File: src/rtl/conv_bram_arbiter_pkg.sv
// Shared constants for the conv BRAM arbiter: pass-FSM encoding and requester IDs.
package conv_bram_arbiter_pkg;

    typedef enum logic [1:0] {
        ST_LOAD  = 2'd0,
        ST_RUN   = 2'd1,
        ST_DRAIN = 2'd2,
        ST_DONE  = 2'd3
    } state_e;

    localparam logic REQ_HOST   = 1'b0;
    localparam logic REQ_ENGINE = 1'b1;

    // Round-robin tie break for two requesters: the side not served last wins.
    function automatic logic rr_host_wins(input logic last_gnt);
        return (last_gnt == REQ_ENGINE);
    endfunction

endpackage

File: src/rtl/conv_bram_arbiter.sv
// Single-port BRAM arbiter shared by a host loader and a convolution engine,
// sequenced by a LOAD/RUN/DRAIN/DONE pass FSM.
//
// Handshake: a requester holds req (with we/addr/wdata) until it sees gnt in the
// same cycle; the access is issued to the BRAM in that cycle. A granted read
// returns rvalid/rdata to its owner exactly one cycle later; writes return nothing.
module conv_bram_arbiter
    import conv_bram_arbiter_pkg::*;
#(
    parameter int AXI_ADDR_BW = 8,
    parameter int AXI_DATA_BW = 32
) (
    input  logic                   ACLK,
    input  logic                   ARESETn,

    input  logic                   i_h_req,
    input  logic                   i_h_we,
    input  logic [AXI_ADDR_BW-1:0] i_h_addr,
    input  logic [AXI_DATA_BW-1:0] i_h_wdata,
    output logic                   o_h_gnt,
    output logic                   o_h_rvalid,
    output logic [AXI_DATA_BW-1:0] o_h_rdata,

    input  logic                   i_e_req,
    input  logic                   i_e_we,
    input  logic [AXI_ADDR_BW-1:0] i_e_addr,
    input  logic [AXI_DATA_BW-1:0] i_e_wdata,
    output logic                   o_e_gnt,
    output logic                   o_e_rvalid,
    output logic [AXI_DATA_BW-1:0] o_e_rdata,

    output logic                   o_bram_en,
    output logic                   o_bram_we,
    output logic [AXI_ADDR_BW-1:0] o_bram_addr,
    output logic [AXI_DATA_BW-1:0] o_bram_wdata,
    input  logic [AXI_DATA_BW-1:0] i_bram_rdata,

    input  logic                   i_start,
    input  logic                   i_e_done,
    output logic                   o_busy,
    output logic                   o_done,
    output logic [1:0]             o_dbg_state
);

    state_e state_q, state_d;
    logic   last_gnt_q;
    logic   rd_pend_q;
    logic   rd_owner_q;
    logic   h_gnt, e_gnt;
    logic   rd_issue;

    // Grants are gated by reset so the BRAM port stays quiet while ARESETn is low.
    always_comb begin
        h_gnt = 1'b0;
        e_gnt = 1'b0;
        if (ARESETn) begin
            case (state_q)
                ST_LOAD, ST_DONE: h_gnt = i_h_req;
                ST_RUN: begin
                    if (i_h_req && i_e_req) begin
                        h_gnt = rr_host_wins(last_gnt_q);
                        e_gnt = !rr_host_wins(last_gnt_q);
                    end else begin
                        h_gnt = i_h_req;
                        e_gnt = i_e_req;
                    end
                end
                default: begin
                    h_gnt = 1'b0;
                    e_gnt = 1'b0;
                end
            endcase
        end
    end

    always_comb begin
        o_bram_en    = h_gnt | e_gnt;
        o_bram_we    = 1'b0;
        o_bram_addr  = '0;
        o_bram_wdata = '0;
        if (e_gnt) begin
            o_bram_we    = i_e_we;
            o_bram_addr  = i_e_addr;
            o_bram_wdata = i_e_wdata;
        end else if (h_gnt) begin
            o_bram_we    = i_h_we;
            o_bram_addr  = i_h_addr;
            o_bram_wdata = i_h_wdata;
        end
    end

    assign rd_issue = (h_gnt && !i_h_we) || (e_gnt && !i_e_we);

    // In RUN a simultaneous i_e_done beats i_start; in DONE i_start is the only exit.
    always_comb begin
        state_d = state_q;
        case (state_q)
            ST_LOAD:  if (i_start)    state_d = ST_RUN;
            ST_RUN:   if (i_e_done)   state_d = ST_DRAIN;
            ST_DRAIN: if (!rd_pend_q) state_d = ST_DONE;
            ST_DONE:  if (i_start)    state_d = ST_RUN;
            default:                  state_d = ST_LOAD;
        endcase
    end

    always_ff @(posedge ACLK or negedge ARESETn) begin
        if (!ARESETn) begin
            state_q    <= ST_LOAD;
            last_gnt_q <= REQ_ENGINE;
            rd_pend_q  <= 1'b0;
            rd_owner_q <= REQ_HOST;
        end else begin
            state_q   <= state_d;
            rd_pend_q <= rd_issue;
            if (h_gnt || e_gnt) begin
                last_gnt_q <= e_gnt ? REQ_ENGINE : REQ_HOST;
            end
            if (rd_issue) begin
                rd_owner_q <= e_gnt ? REQ_ENGINE : REQ_HOST;
            end
        end
    end

    assign o_h_gnt     = h_gnt;
    assign o_e_gnt     = e_gnt;
    assign o_h_rvalid  = rd_pend_q && (rd_owner_q == REQ_HOST);
    assign o_e_rvalid  = rd_pend_q && (rd_owner_q == REQ_ENGINE);
    assign o_h_rdata   = o_h_rvalid ? i_bram_rdata : '0;
    assign o_e_rdata   = o_e_rvalid ? i_bram_rdata : '0;
    assign o_busy      = (state_q == ST_RUN) || (state_q == ST_DRAIN);
    assign o_done      = (state_q == ST_DONE);
    assign o_dbg_state = state_q;

endmodule
File: config.mk
export PLATFORM = sky130hd
export DESIGN_NAME = conv_bram_arbiter
export DESIGN_NICKNAME = d
export VERILOG_FILES = /design/src/rtl/conv_bram_arbiter_pkg.sv /design/src/rtl/conv_bram_arbiter.sv
export SDC_FILE = /design/constraint.sdc
export NUM_CORES = 1
export LEC_CHECK = 0
export CAP_MARGIN = 0
export CORE_AREA = 2 2 91 93
export CTS_BUF_LIST = sky130_fd_sc_hd__clkbuf_4 sky130_fd_sc_hd__clkbuf_8
export CTS_CLUSTER_DIAMETER = 100
export DETAILED_ROUTE_END_ITERATION = 12
export DIE_AREA = 0 0 93 95
export PLACE_DENSITY = 0.7
export SYNTH_ARGS = -nofsm -noshare
export SYNTH_HDL_FRONTEND = slang
export SYNTH_SLANG_ARGS = --single-unit
File: constraint.sdc
create_clock -name ACLK -period 2.55 [get_ports ACLK]
set_input_delay 0.765 -clock ACLK [delete_from_list [all_inputs] [get_ports ACLK]]
set_output_delay 0.765 -clock ACLK [all_outputs]
set_load 0.02 [all_outputs]
### Word level (Yosys, flattened, before mapping)

Cells that the tools add are included.

* logic and storage cells: 45
* output and inout port bits: 114
* input bits: 120
* bits in registers: 5

* bitwise operators: 2
* muxes and demuxes: 19
* equal/unequal tests: 6
* reduce and logical (&&, ||, !) cells: 14

Operators with widths (number)
* $mux W32: 4
* $mux W8: 2
* $mux W1: 8
* $mux W2: 3
* $pmux W2 S3: 1
* $logic_and A1 B1 Y1: 5
* $eq A2 B2 Y1 const B: 2
* $ne A2 B2 Y1 const B: 2
* $logic_not A1 Y1: 3
* $logic_or A1 B1 Y1: 3
* $reduce_and A3 Y1: 1
* $eq A2 B1 Y1 const B: 1
* $logic_not A2 Y1: 1
* $ne A2 B1 Y1 const B: 1
* $pmux W1 S2: 1
* $reduce_or A2 Y1: 1
* $not A1 Y1: 1
* $or A1 B1 Y1: 1

### Depth between registers and ports, before layout

Gate-level depths: netlist (run 1).

* depth after elaboration: 6
* mapped depth: 7
* mapped depth without buffers: 6

### Worst setup path before layout (run 1)

No wires, ideal clock.

* path type: register to output
* start: register state_q[0], in the netlist o_dbg_state[0]
* end: output o_bram_addr[6]
* buffers on the path: 1
* arrival time: 1934 ps
* data required time: 1785 ps
* cell stages (with the launch flop): 7
* path slack: -149 ps
* cells stage by stage: dfrtp_1 inv_1 ha_1 a21oi_1 or3_1 buf_6 o21ai_0

* word-level cells in the longest chain between the ends: 6
* elaborated cells on any way between the ends: 10
* classes of those cells: 2 x eq/ne; 6 x mux; 2 x reduce/logical

Ends and longest elaborated chain
* from (decl): line conv_bram_arbiter.sv:45 `state_e state_q, state_d;`
* from (signal assigned): line conv_bram_arbiter.sv:113 `state_q <= state_d;`
* $eq A2 B2 Y1 or $logic_not A2 Y1 (tied branches): line conv_bram_arbiter.sv:57 `case (state_q)`
* $reduce_or A2 Y1 (no source line)
* $pmux W1 S2: line conv_bram_arbiter.sv:57
* $mux W1: line conv_bram_arbiter.sv:56 `if (ARESETn) begin`
* $mux W8: line conv_bram_arbiter.sv:85 `end else if (h_gnt) begin`
* $mux W8 *: line conv_bram_arbiter.sv:81 `if (e_gnt) begin`
* to (decl): line conv_bram_arbiter.sv:34 `output logic [AXI_ADDR_BW-1:0] o_bram_addr,`

Every way passes the cells marked *; elsewhere a longest branch is shown, timed or not.

### Final worst setup path (run 1)

* start: register state_q[1], in the netlist o_dbg_state[1]
* end: output o_bram_addr[0]

Same word-level chain as after synthesis.

==> results of run 1 <==
[routing by layer]
metal	up-vias	global-route usage [%]	wire length (µm)
li1	1336	-	-
met1	1279	20.1	3510
met2	164	39.2	5430
met3	18	5.91	879
met4	0	8.70	240
met5	-	0	0
[cell type report]
type                    count  area [µm²]  area share [%]
flip-flops and latches      5         129            2.62
repair buffers            282        2960            60.2
multi-input cells         211        1620            32.9
clock buffers               4        48.8           0.993
inverters                   6        30.0           0.611
well taps                 105         131            2.67
[how the worst max path moves through the flow]
stage,startpoint,endpoint,cells after the start
6_report,o_dbg_state[1]$_DFFE_PN0P_,o_bram_addr[0],7
5_1_grt,o_dbg_state[0]$_DFFE_PN0P_,o_bram_addr[6],9
4_1_cts,o_dbg_state[1]$_DFFE_PN0P_,o_bram_wdata[7],7
3_5_place_dp,i_e_req,o_bram_we,7
3_3_place_gp,i_e_req,o_bram_addr[7],7
2_1_floorplan,i_e_req,o_bram_addr[6],5
[registers in the layout (all words and copies together) (netlist names)]
register,cells
o_dbg_state,2
last_gnt_q,1
rd_owner_q,1
rd_pend_q,1
[kinds of logic (layout without fill, tap and decap cells)]
group                      count (synthesis)  in the layout
and+or+nand+nor                          156            156
AOI/OAI and AO/OA                         50             50
buffers and inverters                     28            292
DFF                                        5              5
adders and majority gates                  4              4
muxes                                      1              1
[layout by cell type, fill, tap and decap left out, drive strengths merged, types with 5 or more instances in the layout]
| cell type | n |
|---|---|
| and2 | 33 |
| and3 | 32 |
| buf | 94 |
| clkbuf | 8 |
| clkdlybuf4s50 | 121 |
| dlygate4sd2 | 59 |
| inv | 5 |
| nand2 | 86 |
| o21ai | 45 |
[report_power, final]
| part | total (µW) | leakage, µW | switching (µW) | internal [µW] |
|---|---|---|---|---|
| logic | 2930 | 0.00241 | 1410 | 1530 |
| registers | 161 | 0.0000569 | 36.8 | 124 |
| clock network | 167 | 0.0000262 | 47.9 | 119 |
| total | 3260 | 0.00249 | 1490 | 1770 |
[metrics by stage]
step	power [µW]	setup TNS [ns]	cells	worst slack (ns)
global placement	2140	-57.65	579	-1.08
floorplan	1170	-0.378	244	-0.0944
global route	3440	-9.38	613	-0.266
detailed placement	2170	-59.42	579	-1.13
finish	3260	-7.77	613	-0.229
CTS	3010	-6.82	608	-0.184
[what timing repair did]
item | 4_1_cts | 5_1_grt
pin swaps | 29 | 15
gates resized for setup | 383 | 68
buffers inserted | 19 | 2
gates cloned | 7 | 5
hold buffers | 0 | 0
endpoints found under the setup margin | 107 | 50
==> results.toml, run 1 <==
[synth]
ys_seq_elements = 5
synth_compound_area_share_pct = 26.0
ys_async_sr_fraction_pct = 100
netlist_top_cells_count = "nand2_1, and2_1, and3_1, o21ai_2, clkbuf_1"
synth_mux_area_share_pct = 0.678
yosysTopAreaCell = "nand2_1"
syn_area_um2 = 1480
synth.distinct_cells = 23
synth_cells = 244
synth_top_family_by_area = "simple AND/OR/NAND/NOR gates"
synth-xor-area-share_pct = 0
ys_seq_area_share_pct = 8.56
synth_warnings = 0
syn-num-nets = 368
synth_fa_ha_area_share_pct = 3.39
synthSimpleGateAreaFrac_pct = 51.5
synthTopCellsByArea = "nand2_1, o21ai_2, and2_1"
synth_top_area_share_pct = 21.9
syn_area_per_cell_um2 = 6.05
synth_edf_count = 0
yosysMostFrequentCell = "nand2_1"
ys.flop_type = "dfrtp_1"

[timing]
worst_slack_ns = -0.229
fin_crit_ns = 2.78
hold_viol = 0
rsz0062_at_grt = "true"
period_share_pct = 109
skew_ns = 0.00284
tightest_slew_ns = 0.292
report.final.slew_viol_count = 0
max_freq_mhz = 360
holdWs_ns = 0.450
slew_headroom_pct = 80.3
setup_viol_count_final = 43

[clocking]
htreeDepth = 1
cts_buffers = 3
clk_latency_ns = 0.23
cts_root_buf = "clkbuf_8"
numClockSinks = 5
clockBufferDepth = 2
path_clk_slew_ns = 0.04
cts_tree = "yes"

[hold_path]
hp-class = "in -> async"

[critical_path]
max_stage_delay_ns = 0.45
worstPathRequired_ns = 1.79
cp.arrival_ns = 2.01
cpLargestDelayFamily = "buffers and inverters"
crit_slowest_cell = "dfrtp_2"
crit_type = "reg -> out"
crit_buf_inv = 4
critPathLaunchType = "register"
cp-end-kind = "primary output"
cpMostUsedCell = "buf_6"
r2r-start = "o_dbg_state[1]$_DFFE_PN0P_"
crit_chain = "buf_6, ha_4, or3_4, buf_12, buf_16, o21ai_2, buf_6"
reg2reg_to = "rd_owner_q$_DFFE_PN0P_"
r2r_setup_slack_ns = 0.10
worstRegToRegCells = 13
cp_max_fo = 5

[run]
cap_violations = 0

[power_and_ir_drop]
powerDensity_nw_per_um2 = 663
peakVddDrop_uv = 317
p_leak_uw = 0.00249

[placement]
placed_cell_area_um2 = 4040
globalplace.congestion = 0.721
portBuffers = 233
hpwl_um = 6410

[layout]
diodes = 0
final_cell_area_um2 = 4910
final_util_pct = 62.0
fillers = 695
drive_gt1_share_pct = 37.4
syn2layout_area_growth_pct = 233
nets = 633

[status]
status = "complete, but fails checks"
violations = "setup timing"

[floorplanning]
start_util_pct = 18.6
dieWidth_um = 93
die_h_um = 95
num_io_pins = 234
core_um2 = 7930
dieArea_um2 = 8840
rows = 33

[global_routing]
track_usage_pct = 20.3
grt_pass1_vias = 2742
grt_antenna_before_repair = 0
grt_overflow = 0
grt_pass1_wl_um = 13900
grt_max_degree = 35

[route]
wl_um = 10100
wl_per_cell_um = 16.4
dr_total_vias = 2797
drc = 0
initialDrtViolationCount = 36
ant_nets = 0
dr.pass1.iters = 4
viasPerCell = 4.56
No activity file was read; power rests on OpenSTA's default activity.
==> run 2, diff against run 1 <==
--- a/config.mk
+++ b/config.mk
@@ -6,12 +6,12 @@
 export NUM_CORES = 1
 export LEC_CHECK = 0
 export CAP_MARGIN = 0
-export CORE_AREA = 2 2 91 93
+export CORE_AREA = 2 2 90 92
 export CTS_BUF_LIST = sky130_fd_sc_hd__clkbuf_4 sky130_fd_sc_hd__clkbuf_8
 export CTS_CLUSTER_DIAMETER = 100
 export DETAILED_ROUTE_END_ITERATION = 12
-export DIE_AREA = 0 0 93 95
-export PLACE_DENSITY = 0.7
+export DIE_AREA = 0 0 92 94
+export PLACE_DENSITY = 0.74
 export SYNTH_ARGS = -nofsm -noshare
 export SYNTH_HDL_FRONTEND = slang
 export SYNTH_SLANG_ARGS = --single-unit
==> constraint.sdc (replaced) <==
create_clock -name ACLK -period 2.4 [get_ports ACLK]
set_input_delay 0.72 -clock ACLK [delete_from_list [all_inputs] [get_ports ACLK]]
set_output_delay 0.72 -clock ACLK [all_outputs]
set_load 0.02 [all_outputs]
==> run 2 against run 1 <==
  * The run still ends with setup timing left
  * Flip-flop and latch count unchanged
  * Worst setup slack lost 0.085 ns
  * Global-route usage increased by 1.1 points
  * Sequential share of layout area about the same
  * Via count grew 1.1%
  * Clock skew increased by 0.0015 ns
  * Critical path type unchanged
==> results.toml, run 2 (synthesis gave the netlist of run 1 again) <==
[global_routing]
grt_max_degree = 35
grt_pass1_wl_um = 14800
grt_overflow = 0
grt_pass1_vias = 3026
grt_antenna_before_repair = 0
track_usage_pct = 21.4

[route]
initialDrtViolationCount = 54
dr.pass1.iters = 4
viasPerCell = 4.53
drc = 0
wl_met1_um = 3400
dr_total_vias = 2829
dr.max_layer_used = "met4"
wl_um = 9930
ant_nets = 0
route.met2.wl_um = 5470
wl_per_cell_um = 15.9
wl_met3_um = 1000

[power_and_ir_drop]
p_total_uw = 3310
pwr-share-seq_pct = 5.1
netSwitchingPower_uw = 1520
internal_power_uw = 1780
powerDensity_nw_per_um2 = 677
p_leak_uw = 0.00237
peakVddDrop_uv = 396
p_comb_share_pct = 89.6
clkPwrFrac_pct = 5.3
swShare_pct = 46.1

[critical_path]
worstPathRequired_ns = 1.68
cp.arrival_ns = 1.99
crit_type = "reg -> out"
r2r_setup_slack_ns = 0.13
cp_max_fo = 8
critPathLaunchType = "register"
cp-end-kind = "primary output"

[timing]
max_freq_mhz = 368
slew_headroom_pct = 78.9
period_share_pct = 113
worst_slack_ns = -0.314
skew_ns = 0.00432
rsz0062_at_grt = "true"
fin_crit_ns = 2.71
hold_viol = 0
report.final.slew_viol_count = 0
setup_viol_count_final = 43
fin_setup_tns_ns = -9.89
tightest_slew_ns = 0.313

[floorplanning]
dieWidth_um = 92
num_io_pins = 234
start_util_pct = 19.4
die_h_um = 94
rows = 32
dieArea_um2 = 8650
core_um2 = 7610

[placement]
portBuffers = 233
globalplace.congestion = 0.777
hpwl_um = 6950
dp_cells = 583

[layout]
drive_gt1_share_pct = 39.6
fillers = 643
instances_no_fill = 625
diodes = 0
layout_common_cells = "clkdlybuf4s50_1, nand2_1, buf_6"
largest_reg_flops = 2
final_common_cell = "clkdlybuf4s50_1"
syn2layout_area_growth_pct = 231
final_util_pct = 64.2
nets = 648

[clocking]
numClockSinks = 5
cts_buffers = 3
cts_root_buf = "clkbuf_8"
path_clk_slew_ns = 0.04
clk_latency_ns = 0.23
clockBufferDepth = 2
cts_hold_buf = 0
htreeDepth = 1
cts_tree = "yes"

[run]
cap_violations = 0

[status]
status = "complete, but fails checks"
violations = "setup timing"

[hold_path]
hp-class = "in -> async"
## run 2: power by group through the flow
stage,Sequential (µW),Combinational [µW],Clock (µW)
after floorplan,194,1250,0
after global placement,162,2360,0
after detailed placement,165,2390,0
after CTS,169,2800,168
after global routing,173,3130,187
final,169,2960,176
## run 2: per-stage QoR
step	instance area [µm²]	worst slack, ns	hold WS [ns]
floorplan	1810	-0.0184	0.424
global placement	4400	-1.03	0.626
detailed placement	4400	-1.08	0.641
CTS	4790	-0.320	0.432
global route	4890	-0.340	0.393
finish	4890	-0.314	0.388
## run 2: final cells by class
type	count	area, µm²	share of cell area (%)
repair buffers	297	2930	60.0
multi-input cells	211	1620	33.2
flip-flops and latches	5	129	2.64
well taps	102	128	2.61
clock buffers	4	48.8	0.998
inverters	6	30.0	0.614
## run 2: critical path: stages, from the launching register on
cell and delay [ns]:
dfrtp_2 0.44, ha_4 0.28, a21oi_2 0.04, or3_4 0.41
buf_12 0.17, buf_12 0.14, o21ai_4 0.15, buf_6 0.13
## run 2: path summary, 6_finish.rpt
path | startpoint | end | depth (start not counted)
setup / recovery | o_dbg_state[1]$_DFFE_PN0P_ | o_bram_addr[5] | 7
hold reg to reg | last_gnt_q$_DFFE_PN1P_ | last_gnt_q$_DFFE_PN1P_ | 2
min in group ACLK | last_gnt_q$_DFFE_PN1P_ | last_gnt_q$_DFFE_PN1P_ | 2
hold / removal | ARESETn | o_dbg_state[0]$_DFFE_PN0P_ | 2
setup reg to reg | o_dbg_state[1]$_DFFE_PN0P_ | rd_owner_q$_DFFE_PN0P_ | 12
max in group asynchronous | ARESETn | last_gnt_q$_DFFE_PN1P_ | 2
## run 2: metal layers
metal	vias up	GRT usage (%)
met1	1311	20.4
met5	-	0
li1	1363	-
met2	148	44.3
met4	0	3.73
met3	7	6.98
## run 2: repair_timing
item	4_1_cts	5_1_grt
pin swaps	6	7
gates cloned	3	3
gates resized for setup	365	94
buffers inserted	33	8
setup endpoints to repair	106	89
